==> config.mk <==
export PLATFORM = sky130hd
export DESIGN_NAME = uart_rx_ctrl
export DESIGN_NICKNAME = d
export VERILOG_FILES = /design/src/rtl/uart_rx_ctrl.sv
export SDC_FILE = /design/constraint.sdc
export NUM_CORES = 1
export LEC_CHECK = 0
export BUFFER_PORTS_ARGS = -buffer_cell sky130_fd_sc_hd__buf_4
export CORE_ASPECT_RATIO = 0.5
export CORE_MARGIN = 2
export CORE_UTILIZATION = 50
export DETAILED_ROUTE_END_ITERATION = 8
export HOLD_SLACK_MARGIN = 0.08
export MAX_ROUTING_LAYER = met4
export PLACE_DENSITY = 0.81
export SYNTH_ARGS = -nofsm -noshare
export SYNTH_HDL_FRONTEND = slang
export SYNTH_SLANG_ARGS = --single-unit
==> constraint.sdc <==
create_clock -name i_clk -period 3 [get_ports i_clk]
set_input_delay 0.3 -clock i_clk [delete_from_list [all_inputs] [get_ports i_clk]]
set_output_delay 0.3 -clock i_clk [all_outputs]
set_load 0.01 [all_outputs]
==> src/rtl/uart_rx_ctrl.sv <==
// uart_rx_ctrl: frame-boundary config apply, receiver enable gating, clean-byte FIFO and error counters.
module uart_rx_ctrl #(
    parameter int DATA_WIDTH = 8,
    parameter int FIFO_DEPTH = 4,
    parameter int CNT_WIDTH  = 8
) (
    input  logic                          i_clk,
    input  logic                          i_rst_n,
    input  logic                          i_cfg_wr,
    input  logic                          i_cfg_par_en,
    input  logic                          i_cfg_par_typ,
    input  logic [5:0]                    i_cfg_prescale,
    output logic                          o_cfg_busy,
    output logic                          o_cfg_ack,
    output logic                          o_par_en,
    output logic                          o_par_typ,
    output logic [5:0]                    o_prescale,
    output logic                          o_rx_en,
    input  logic                          i_rx_busy,
    input  logic [DATA_WIDTH-1:0]         i_rx_data,
    input  logic                          i_rx_data_valid,
    input  logic                          i_rx_par_err,
    input  logic                          i_rx_stp_err,
    output logic [DATA_WIDTH-1:0]         o_rd_data,
    output logic                          o_rd_valid,
    input  logic                          i_rd_ready,
    output logic [$clog2(FIFO_DEPTH):0]   o_fifo_level,
    output logic                          o_overrun,
    output logic [CNT_WIDTH-1:0]          o_par_err_cnt,
    output logic [CNT_WIDTH-1:0]          o_stp_err_cnt,
    input  logic                          i_clr_err
);
    localparam int AW = $clog2(FIFO_DEPTH);
    localparam logic [1:0] S_INIT  = 2'd0;
    localparam logic [1:0] S_RUN   = 2'd1;
    localparam logic [1:0] S_DRAIN = 2'd2;
    localparam logic [1:0] S_APPLY = 2'd3;

    logic [1:0]            r_state;
    logic [1:0]            w_state_nxt;
    logic                  r_pend_par_en;
    logic                  r_pend_par_typ;
    logic [5:0]            r_pend_prescale;
    logic                  w_accept;
    logic                  w_apply;
    logic [DATA_WIDTH-1:0] r_mem [FIFO_DEPTH];
    logic [AW-1:0]         r_wr_ptr;
    logic [AW-1:0]         r_rd_ptr;
    logic [AW:0]           r_level;
    logic                  w_clean;
    logic                  w_full;
    logic                  w_pop;
    logic                  w_push;
    logic                  w_drop;
    logic                  w_par_inc;
    logic                  w_stp_inc;

    always_comb begin
        w_state_nxt = r_state == S_INIT  ? S_RUN :
                      r_state == S_RUN   ? (i_cfg_wr ? S_DRAIN : S_RUN) :
                      r_state == S_DRAIN ? (i_rx_busy ? S_DRAIN : S_APPLY) :
                                           S_RUN;
        w_accept  = r_state == S_RUN && i_cfg_wr;
        w_apply   = r_state == S_DRAIN && !i_rx_busy;
        w_clean   = i_rx_data_valid && !i_rx_par_err && !i_rx_stp_err;
        w_full    = r_level == (AW+1)'(FIFO_DEPTH);
        w_pop     = o_rd_valid && i_rd_ready;
        // A pop in the same cycle frees the slot, so a full FIFO can still accept.
        w_push    = w_clean && (!w_full || w_pop);
        w_drop    = w_clean && w_full && !w_pop;
        w_par_inc = i_rx_data_valid && i_rx_par_err;
        w_stp_inc = i_rx_data_valid && i_rx_stp_err;
    end

    assign o_rd_data  = r_mem[r_rd_ptr];
    assign o_rd_valid = r_level != '0;

    always_ff @(posedge i_clk) begin
        if (!i_rst_n) begin
            r_state         <= S_INIT;
            o_rx_en         <= 1'b0;
            o_cfg_busy      <= 1'b0;
            o_cfg_ack       <= 1'b0;
            o_par_en        <= 1'b1;
            o_par_typ       <= 1'b0;
            o_prescale      <= 6'd8;
            r_pend_par_en   <= 1'b1;
            r_pend_par_typ  <= 1'b0;
            r_pend_prescale <= 6'd8;
        end else begin
            r_state    <= w_state_nxt;
            o_rx_en    <= w_state_nxt == S_RUN;
            o_cfg_busy <= w_state_nxt == S_DRAIN || w_state_nxt == S_APPLY;
            o_cfg_ack  <= w_apply;
            if (w_accept) begin
                r_pend_par_en   <= i_cfg_par_en;
                r_pend_par_typ  <= i_cfg_par_typ;
                r_pend_prescale <= i_cfg_prescale;
            end
            if (w_apply) begin
                o_par_en   <= r_pend_par_en;
                o_par_typ  <= r_pend_par_typ;
                o_prescale <= r_pend_prescale;
            end
        end
    end

    always_ff @(posedge i_clk) begin
        if (!i_rst_n) begin
            for (int i = 0; i < FIFO_DEPTH; i++) r_mem[i] <= '0;
            r_wr_ptr     <= '0;
            r_rd_ptr     <= '0;
            r_level      <= '0;
            o_fifo_level <= '0;
        end else begin
            if (w_push) begin
                r_mem[r_wr_ptr] <= i_rx_data;
                r_wr_ptr        <= r_wr_ptr + AW'(1);
            end
            if (w_pop) r_rd_ptr <= r_rd_ptr + AW'(1);
            r_level      <= r_level + (AW+1)'(w_push) - (AW+1)'(w_pop);
            o_fifo_level <= r_level + (AW+1)'(w_push) - (AW+1)'(w_pop);
        end
    end

    always_ff @(posedge i_clk) begin
        if (!i_rst_n || i_clr_err) begin
            o_overrun     <= 1'b0;
            o_par_err_cnt <= '0;
            o_stp_err_cnt <= '0;
        end else begin
            if (w_drop) o_overrun <= 1'b1;
            if (w_par_inc && o_par_err_cnt != '1) o_par_err_cnt <= o_par_err_cnt + CNT_WIDTH'(1);
            if (w_stp_inc && o_stp_err_cnt != '1) o_stp_err_cnt <= o_stp_err_cnt + CNT_WIDTH'(1);
        end
    end
endmodule

==> results.toml, run 1 <==
[run_status]
outcome = "finished clean"

[setup_path]
slowest_stage = "or4b_4"
arrival_ns = 2.55
timing.critical_path.mode_cell = "ha_1"
crit_path_start = "r_level[1]"
worst_path_dominant_cell_family = "simple AND/OR/NAND/NOR gates"
crit_chain = "or4b_4, nand2_1, ha_1, inv_1, ha_1, fa_1, xor2_1, xnor2_1, and2_1"
crit_end = "r_level[2]"
r2r-start = "r_level[1]"
worstPathMaxFanout = 6
reg2reg_depth = 9
crit_cells = 9
reg2reg_to = "r_level[2]"
max_stage_delay_ns = 0.56
worstSetupPathType = "register to register"
critical_path_buf_inv_count = 1
start_kind = "register"
critPathRequiredTime_ns = 3.22
endpoint_kind = "register"
regToRegSetupSlack_ns = 0.67

[cells_and_area]
antenna_cells = 0
syn_to_final_growth_pct = 25.41
n_fill_cell = 541
final-instance-count-excl-fill = 454
nets = 387
drive_gt1_share_pct = 29.01
layout_common_cells = "67 x buf_4, 47 x dfxtp_1, 35 x and2_1"
final_common_cell = "buf_4"
final_core_util_pct = 63.86

[pwr]
internal_power_mw = 2.029
pwr-share-clk_pct = 37.2
p_switching_mw = 0.6287
p_per_area_mw_per_mm2 = 631.1
seqPwrFrac_pct = 47.4
p_sw_share_pct = 23.65
p_leak_nw = 1.670
combPwrFrac_pct = 15.4
ir_worst_vdd_v = 0.0004064

[detailed_routing]
wl_mm = 6.644
routedWlPerCell_um = 14.63
dr.first_iter.drc_count = 132
num_vias = 2313
drc = 0
drt-pass1-iter-count = 4
viasPerCell = 5.095
ant_nets = 0

[clock_tree]
clock-root-buffer = "clkbuf_16"
cts_num_sinks = 79
cts_htree_levels = 3
cts_inserted_buffers = 9
postCtsHoldBufs = 0
clk_latency_ns = 0.32
cts_buffer_depth = 2
cts_tree = "built"
postCtsSetupBuffers = 0
clkTransAtPathRegs_ns = 0.06
postCtsResizedCells = 0

[floorplan]
die-area_mm2 = 0.007428
die_y_um = 61.95
initial_utilization_pct = 50.92
coreArea_mm2 = 0.006595
num_rows = 21
die_w_um = 119.9
io_pins = 65

[yosys]
synthAdderAreaFrac_pct = 2.086
synth_seq_area_share_pct = 56.63
synthDistinctLibCells = 44
synth_top_cells_by_area = "edfxtp_1 29%, dfxtp_1 28%, and2_1 6.5%, mux4_2 5.4%, nand2_1 3.0%"
muxShareOfSynthArea_pct = 8.346
syn_area_per_cell_um2 = 11.66
yosysTopAreaCell = "edfxtp_1"
synth-simple-area-share_pct = 20.27
async_flop_share_pct = 0
synth_cells = 288
post_synth_xor_area_fraction_pct = 3.651
synth_top_area_share_pct = 28.61
syn-num-nets = 318
synth_top_family_by_area = "simple AND/OR/NAND/NOR gates"
synth-main-ff-cell = "dfxtp_1"
synth-edff-count = 32
synth_compound_area_share_pct = 6.632
synth_warnings = 0
synth-seq-cells = 79
synth_area_mm2 = 0.003358

[global_routing]
grt_pass1_vias = 2237
grt-ovfl-total = 0
grt_pass1_wl_mm = 10.54
track_usage_pct = 19.41
grt_max_degree = 36
antenna_found_initial = 0

[hold_path]
worstHoldPathType = "input port to register"

[sta]
fmax_mhz = 429.3
slew_violations = 0
rsz0062_at_grt = "no"
timing.setup.tns_ns = 0
min_period_ns = 2.329
setup_violations = 0
fin_crit_sh_pct = 77.65
finalHoldViolCount = 0
tightest_slew_ns = 0.6579
finClkSkew_ns = 0.004288
max-slew-margin-rel_pct = 56.14
setup_ws_ns = 0.6706

[placed_design]
routabilityCongestion = 0.8782
dp_slack_ns = 0.6126
placed_cells_incl_taps = 438
port_buffers = 64
hpwl_mm = 4.632

[flow_run]
drv_cap = 0
## per-layer routing
layer | routed length, µm | vias to the layer above | track usage (%)
li1 | - | 1155 | -
met1 | 2784 | 1103 | 21.35
met2 | 3476 | 51 | 35.39
met3 | 332 | 4 | 4.836
met4 | 51 | 0 | 7.563
met5 | 0 | - | -
## how the worst min path moves through the flow
| stage | startpoint | end | slack, ns | cells past startpoint |
|---|---|---|---|---|
| 4_1_cts | i_rx_busy | r_state[0] | 0.16 | 2 |
| 3_5_place_dp | r_pend_prescale[0] | r_pend_prescale[0] | 0.46 | 2 |
| 2_1_floorplan | i_rx_busy | r_state[0] | 0.39 | 1 |
| 6_report | i_rx_busy | r_state[0] | 0.17 | 2 |
| 5_1_grt | i_rx_busy | r_state[0] | 0.17 | 2 |
| 3_3_place_gp | r_pend_prescale[5] | r_pend_prescale[5] | 0.45 | 2 |
## final cells by class
type                            instances  area (µm²)  area share (%)
Timing Repair Buffer                   67       503.0           11.94
Tap cell                               92       115.1           2.733
Clock inverter                          4       20.02          0.4753
Clock buffer                           12       257.7           6.120
Inverter                               10       37.54          0.8913
Sequential cell                        79        1902           45.16
Multi-Input combinational cell        190        1376           32.68
## worst register-to-register path, cell delays in order (launching register included)
cell and delay [ns]:
dfxtp_1 0.36, or4b_4 0.56, nand2_1 0.14, ha_1 0.14, inv_1 0.04, ha_1 0.18
fa_1 0.37, xor2_1 0.16, xnor2_1 0.13, and2_1 0.15
## cells by family after synthesis
logic type / after synthesis
simple gates: 121
flops: 79
compound gates: 32
buf+inv: 19
mux: 18
xor+xnor: 14
fa+ha+maj: 5
## through the flow
stage,total power [mW],instance area (µm²),hold WS [ns]
after floorplan,1.522,3358,0.3894
final,2.658,4212,0.1736
after global placement,1.678,3934,0.4492
after CTS,2.694,4212,0.1633
after global routing,2.784,4212,0.1684
after detailed placement,1.696,3934,0.4587
## cells in the mapped netlist, types with 2 or more instances
cell type  number
nand2b_1        4
a211oi_1        5
o21ai_0         3
nand3_1         8
mux4_2          8
nor2b_1         7
edfxtp_1       32
a21oi_1         8
nor2_1         15
ha_1            4
xor2_1          3
nand2_1        27
o41ai_1         2
a31o_2          2
xnor2_1        11
and2_2          6
mux2i_1        10
clkbuf_1        6
or4_1           2
and2_1         35
dfxtp_1        47
nor3_1          2
nand4_1         2
inv_1          10
and4_1          2
a21boi_0        8
and3_1          2
## sequential cells by signal, summed over array words and instances, names as in the netlist, 2 cells and up, named ones only
name / count
r_rd_ptr: 2
o_stp_err_cnt: 8
r_pend_prescale: 6
r_wr_ptr: 2
r_level: 3
o_prescale: 6
r_mem: 32
r_state: 2
o_par_err_cnt: 8
## power by group through the flow
stage / logic [mW] / clock network (mW) / registers, mW
after floorplan: 0.279 / 0 / 1.24
after global placement: 0.401 / 0 / 1.28
after detailed placement: 0.412 / 0 / 1.28
after CTS: 0.415 / 1.02 / 1.26
after global routing: 0.448 / 1.06 / 1.27
final: 0.410 / 0.989 / 1.26
(Power assumes the default switching activity.)
==> run 2: changes to the inputs <==
CORE_UTILIZATION = 49   (was 50)
PLACE_DENSITY = 0.83   (was 0.81)
clock period = 2.1 ns   (was 3 ns; I/O delays follow)
==> results.toml, run 2 (synthesis results as in run 1) <==
[global_routing]
track_usage_pct = 19.86
grt-ovfl-total = 0
grt_pass1_wl_mm = 11.14
antenna_found_initial = 0
grt_pass1_vias = 2392
grt_max_degree = 21

[clock_tree]
cts_buffer_depth = 2
cts_num_sinks = 79
cts_htree_levels = 3
cts_inserted_buffers = 9
clkTransAtPathRegs_ns = 0.06
cts_tree = "built"
clock-root-buffer = "clkbuf_16"
clk_latency_ns = 0.33

[cells_and_area]
nets = 403
syn_to_final_growth_pct = 31.26
largest_reg_flops = 32
top_regs = "r_mem (32), o_par_err_cnt (8), o_stp_err_cnt (8)"
final_common_cell = "buf_4"
regMostFlops = "r_mem"
drive_gt1_share_pct = 33.60
antenna_cells = 0
fin_area_mm2 = 0.004408
layout_common_cells = "82 x buf_4, 45 x dfxtp_1, 35 x and2_1"
n_fill_cell = 506
final_core_util_pct = 66.31

[sta]
setup_violations = 1
rsz0062_at_grt = "yes"
finalHoldViolCount = 0
setup_ws_ns = -0.02810
tightest_slew_ns = 0.5815
min_period_ns = 2.128
fmax_mhz = 469.9
max-slew-margin-rel_pct = 61.19
finClkSkew_ns = 0.004490
fin_crit_sh_pct = 101.3
timing.setup.tns_ns = -0.02810
slew_violations = 0

[hold_path]
worstHoldPathType = "input port to register"

[setup_path]
start_kind = "register"
reg2reg_depth = 9
arrival_ns = 2.34
endpoint_kind = "register"
regToRegSetupSlack_ns = -0.03
r2r-start = "r_level[1]"
worstSetupPathType = "register to register"
critPathRequiredTime_ns = 2.32
reg2reg_to = "r_level[2]"
worstPathMaxFanout = 2
crit_end = "r_level[2]"
crit_path_start = "r_level[1]"

[flow_run]
drv_cap = 0

[detailed_routing]
viasPerCell = 5.140
dr.first_iter.drc_count = 138
num_vias = 2416
wl_mm = 6.979
ant_nets = 0
drt-pass1-iter-count = 4
routedWlPerCell_um = 14.85
drc = 0

[placed_design]
hpwl_mm = 4.765
place_area_mm2 = 0.004044
routabilityCongestion = 0.7331
port_buffers = 64

[pwr]
p_per_area_mw_per_mm2 = 935.7
p_leak_nw = 1.756
ir_worst_vdd_v = 0.0006481

[floorplan]
coreArea_mm2 = 0.006648
die-area_mm2 = 0.007572
num_rows = 21
die_y_um = 62.54
initial_utilization_pct = 50.52
die_w_um = 121.1
io_pins = 65

[run_status]
outcome = "finished with violations"
violations = "negative setup slack"
## run 2: cell count changes in the layout (fill, tap and decap cells not counted), sizes merged
| cell | change |
|---|---|
| clkbuf | -2 |
| clkinv | -1 |
| buf | +15 |
| dlygate4sd3 | +1 |
| clkinvlp | +1 |
| bufinv | +2 |
## run 2: power breakdown
| part | internal, mW | switching [mW] | total (mW) |
|---|---|---|---|
| clock | 1.04 | 0.584 | 1.62 |
| combinational | 0.425 | 0.331 | 0.756 |
| sequential | 1.69 | 0.0574 | 1.75 |
| total | 3.15 | 0.973 | 4.12 |
## run 2: through the flow
stage / total power [mW] / setup WS, ns / hold WS (ns) / instances
6_report: 4.125 / -0.02810 / 0.1122 / 470
5_1_grt: 4.297 / -0.07996 / 0.1079 / 470
4_1_cts: 4.160 / -0.09286 / 0.1010 / 469
3_5_place_dp: 2.508 / -0.1370 / 0.4281 / 451
3_3_place_gp: 2.465 / -0.03603 / 0.4003 / 451
2_1_floorplan: 2.182 / -0.05603 / 0.2994 / 288
## run 2: cell type report
class                      instances  area (µm²)  share of cell area, %
timing repair buffer              83       625.6                  14.19
clock buffer                      10       229.0                  5.194
clock inverter                     6       85.08                  1.930
sequential                        79        1904                  43.20
tap                               92       115.1                  2.611
inverter                          10       37.54                 0.8515
multi-input combinational        190        1411                  32.02
## run 2: how the worst min path moves through the flow
| stage | cells past startpoint | slack, ns | endpoint | from |
|---|---|---|---|---|
| after floorplan | 1 | 0.30 | r_state[0] | i_rx_busy |
| after detailed placement | 2 | 0.43 | r_state[0] | i_rx_busy |
| after global placement | 2 | 0.40 | r_state[0] | i_rx_busy |
| final | 3 | 0.11 | r_pend_prescale[3] | i_cfg_prescale[3] |
| after CTS | 3 | 0.10 | r_pend_prescale[3] | i_cfg_prescale[3] |
| after global routing | 3 | 0.11 | r_pend_prescale[3] | i_cfg_prescale[3] |
## run 2: worst max-delay path, stage by stage, from the launching register on
cell	delay, ns
dfxtp_2	0.32
or4b_4	0.53
nand2_4	0.09
ha_4	0.13
inv_2	0.04
ha_4	0.15
fa_2	0.33
xor2_1	0.16
xnor2_1	0.13
and2_1	0.14
## run 2: repair_timing
item / in CTS / in global routing
hold buffers: 1 / 0
endpoints found under the setup margin: 1 / 1
buffers inserted: 1 / 1
endpoints found under the hold margin: 1 / 0
gates cloned: 0 / 0
resized for setup: 4 / 0
pin swaps: 6 / 4
## run 2: per-layer routing
layer	wire, µm	share of wire, %	track usage, %	up-vias
met5	0	0	-	-
met3	284	4.1	6.204	14
met4	147	2.1	7.267	0
li1	-	-	-	1183
met1	2964	42	22.24	1166
met2	3583	51	33.64	53
==> run 3: changes to the inputs <==
ABC_AREA = 1   (was unset)
CORE_MARGIN = unset   (was 2)
CORE_UTILIZATION = 50   (was 49)
PLACE_DENSITY = 0.84   (was 0.83)
==> results.toml, run 3 <==
[run_status]
outcome = "finished clean"

[detailed_routing]
drt-pass1-iter-count = 4
ant_nets = 0
drc = 0
viasPerCell = 4.983
dr.first_iter.drc_count = 204
routedWlPerCell_um = 12.33
num_vias = 2895
wl_mm = 7.163

[floorplan]
num_rows = 20
io_pins = 65
coreArea_mm2 = 0.006356
die-area_mm2 = 0.007258
die_y_um = 60.75
initial_utilization_pct = 54.29
die_w_um = 119.5

[yosys]
netlist_top_cells_count = "87 x nor2_1, 69 x nand2_1, 50 x inv_1"
async_flop_share_pct = 0
synth_compound_area_share_pct = 9.282
synth_top_family_by_area = "simple AND/OR/NAND/NOR gates"
syn_area_per_cell_um2 = 8.479
muxShareOfSynthArea_pct = 0
yosysTopAreaCell = "edfxtp_1"
synth_area_mm2 = 0.003451
synth_top_cells_by_area = "edfxtp_1 28%, dfxtp_1 27%, nor2_1 9.5%, nand2_1 7.5%, inv_1 5.4%"
synth-edff-count = 32
synthAdderAreaFrac_pct = 2.030
synth_cells = 407
synth_warnings = 0
syn-num-nets = 437
synth_seq_area_share_pct = 55.11
synth-main-ff-cell = "dfxtp_1"
synthDistinctLibCells = 29
synth-seq-cells = 79
synth_top_area_share_pct = 27.85
synth-simple-area-share_pct = 25.27
yosysMostFrequentCell = "nor2_1"
post_synth_xor_area_fraction_pct = 1.269

[sta]
timing.setup.tns_ns = 0
max-slew-margin-rel_pct = 69.22
setup_violations = 0
rsz0062_at_grt = "no"
fin_crit_sh_pct = 92.16
tightest_slew_ns = 0.4613
min_period_ns = 1.935
whs_ns = 0.1342
finClkSkew_ns = 0.007038
slew_violations = 0
fmax_mhz = 516.7
finalHoldViolCount = 0

[setup_path]
worst_path_dominant_cell_family = "adder cells"
crit_cells = 11
slowest_stage = "fa_1"
worstPathMaxFanout = 3
timing.critical_path.mode_cell = "inv_1"
critical_path_buf_inv_count = 3
r2r-start = "r_level[0]"
critPathRequiredTime_ns = 2.36
max_stage_delay_ns = 0.38
crit_chain = "nor2_2, nand2_1, nand2_1, inv_1, ha_1, inv_1, ha_1, fa_1, inv_1, o21ai_0, a21oi_1"
regToRegSetupSlack_ns = 0.16
endpoint_kind = "register"
reg2reg_depth = 11
reg2reg_to = "r_level[2]"
start_kind = "register"
worstSetupPathType = "register to register"
arrival_ns = 2.20

[pwr]
p_leak_nw = 1.942
p_per_area_mw_per_mm2 = 908.3
ir_worst_vdd_v = 0.0004554

[cells_and_area]
syn_to_final_growth_pct = 27.56
regMostFlops = "r_mem"
drive_gt1_share_pct = 21.30
layout_common_cells = "86 x nor2_1, 74 x buf_4, 69 x nand2_1"
nets = 518
final_common_cell = "nor2_1"
top_regs = "r_mem (32), o_par_err_cnt (8), o_stp_err_cnt (8)"
largest_reg_flops = 32
antenna_cells = 0

[global_routing]
grt-ovfl-total = 0
grt_pass1_vias = 2535
antenna_found_initial = 0
grt_pass1_wl_mm = 11.73
grt_max_degree = 22
track_usage_pct = 22.61

[hold_path]
worstHoldPathType = "input port to register"
worstHoldPathCells = 3
hold_start = "i_cfg_prescale[0]"
min_to = "r_pend_prescale[0]"

[clock_tree]
clkTransAtPathRegs_ns = 0.06
cts_tree = "built"
postCtsSetupBuffers = 0
cts_htree_levels = 3
cts_buffer_depth = 2
cts_inserted_buffers = 9
clk_latency_ns = 0.33
clock-root-buffer = "clkbuf_16"
cts_num_sinks = 79

[flow_run]
drv_cap = 0

[placed_design]
routabilityCongestion = 0.8549
port_buffers = 64
hpwl_mm = 4.984
[run 3: cell types whose count changed after synthesis, moves of 7 or more]
cell	change
nand2_4	+8
nand3_1	+10
o22ai_1	+8
nand2_1	+42
a21oi_1	+9
nor2b_1	-7
mux2i_1	-10
o21ai_0	+30
a21boi_0	-8
nor2_1	+72
and2_1	-35
inv_1	+40
xnor2_1	-10
mux4_2	-8
[run 3: what timing repair did]
action | 4_1_cts | 5_1_grt
endpoints found under the setup margin | 0 | 1
hold endpoints to repair | 3 | 0
hold buffers | 3 | 0
gates resized for setup | 0 | 1
[run 3: kinds of logic after synthesis]
group	after synthesis
buffers and inverters	60
AO/OA/AOI/OAI	61
XOR/XNOR	5
adder cells (fa/ha/maj)	5
AND/OR/NAND/NOR	197
flip-flops	79
[run 3: report_power, final]
group          total (mW)  switching [mW]  internal (mW)  leakage [nW]
Clock                1.52           0.599          0.919         0.139
Combinational       0.732           0.417          0.315          1.09
Sequential           1.75          0.0615           1.69         0.714
[run 3: worst max-delay path by stage]
stage / start / endpoint / slack [ns]
floorplan: r_level[1] / r_level[2] / 0.22
global placement: i_rx_par_err / r_level[2] / 0.23
detailed placement: i_rx_par_err / r_level[2] / 0.11
CTS: r_level[1] / r_level[2] / 0.10
global route: r_level[0] / r_level[2] / 0.01
finish: r_level[0] / r_level[2] / 0.16
[run 3: layer usage]
layer  GRT usage [%]  vias up  share of wire, %  routed length, µm
met5               -        -                 0                  0
met4           6.964        0              0.40                 29
met3           7.989        2               4.8                344
met2           38.07       66                50               3571
met1           25.96     1346                45               3217
li1                -     1481                 -                  -
[run 3: metrics by stage]
| step | utilization (%) | cells | area (µm²) | setup WS, ns | total power [mW] |
|---|---|---|---|---|---|
| 6_report | 69.25 | 581 | 4402 | 0.1646 | 3.998 |
| 2_1_floorplan | - | 407 | 3451 | 0.2223 | 2.174 |
| 3_3_place_gp | 64.07 | 562 | 4073 | 0.2250 | 2.474 |
| 4_1_cts | 69.21 | 581 | 4399 | 0.1040 | 4.049 |
| 5_1_grt | 69.25 | 581 | 4402 | 0.01037 | 4.213 |
| 3_5_place_dp | 64.07 | 562 | 4073 | 0.1116 | 2.511 |
[run 3: cell type report]
| class | count | area (µm²) |
|---|---|---|
| clock buffers | 9 | 225.2 |
| clock inverters | 7 | 71.32 |
| fillers | 521 | 1954 |
| inverters | 53 | 198.9 |
| multi-input cells | 268 | 1309 |
| flip-flops and latches | 79 | 1902 |
| well taps | 88 | 110.1 |
| repair buffers | 77 | 585.6 |
[run 3: worst register-to-register path, cell delays in order, from the launching register on]
cell and delay, ns:
dfxtp_1 0.33, nor2_2 0.16, nand2_1 0.09, nand2_1 0.08, inv_1 0.06, ha_1 0.27, inv_1 0.04, ha_1 0.19
fa_1 0.38, inv_1 0.08, o21ai_0 0.08, a21oi_1 0.11
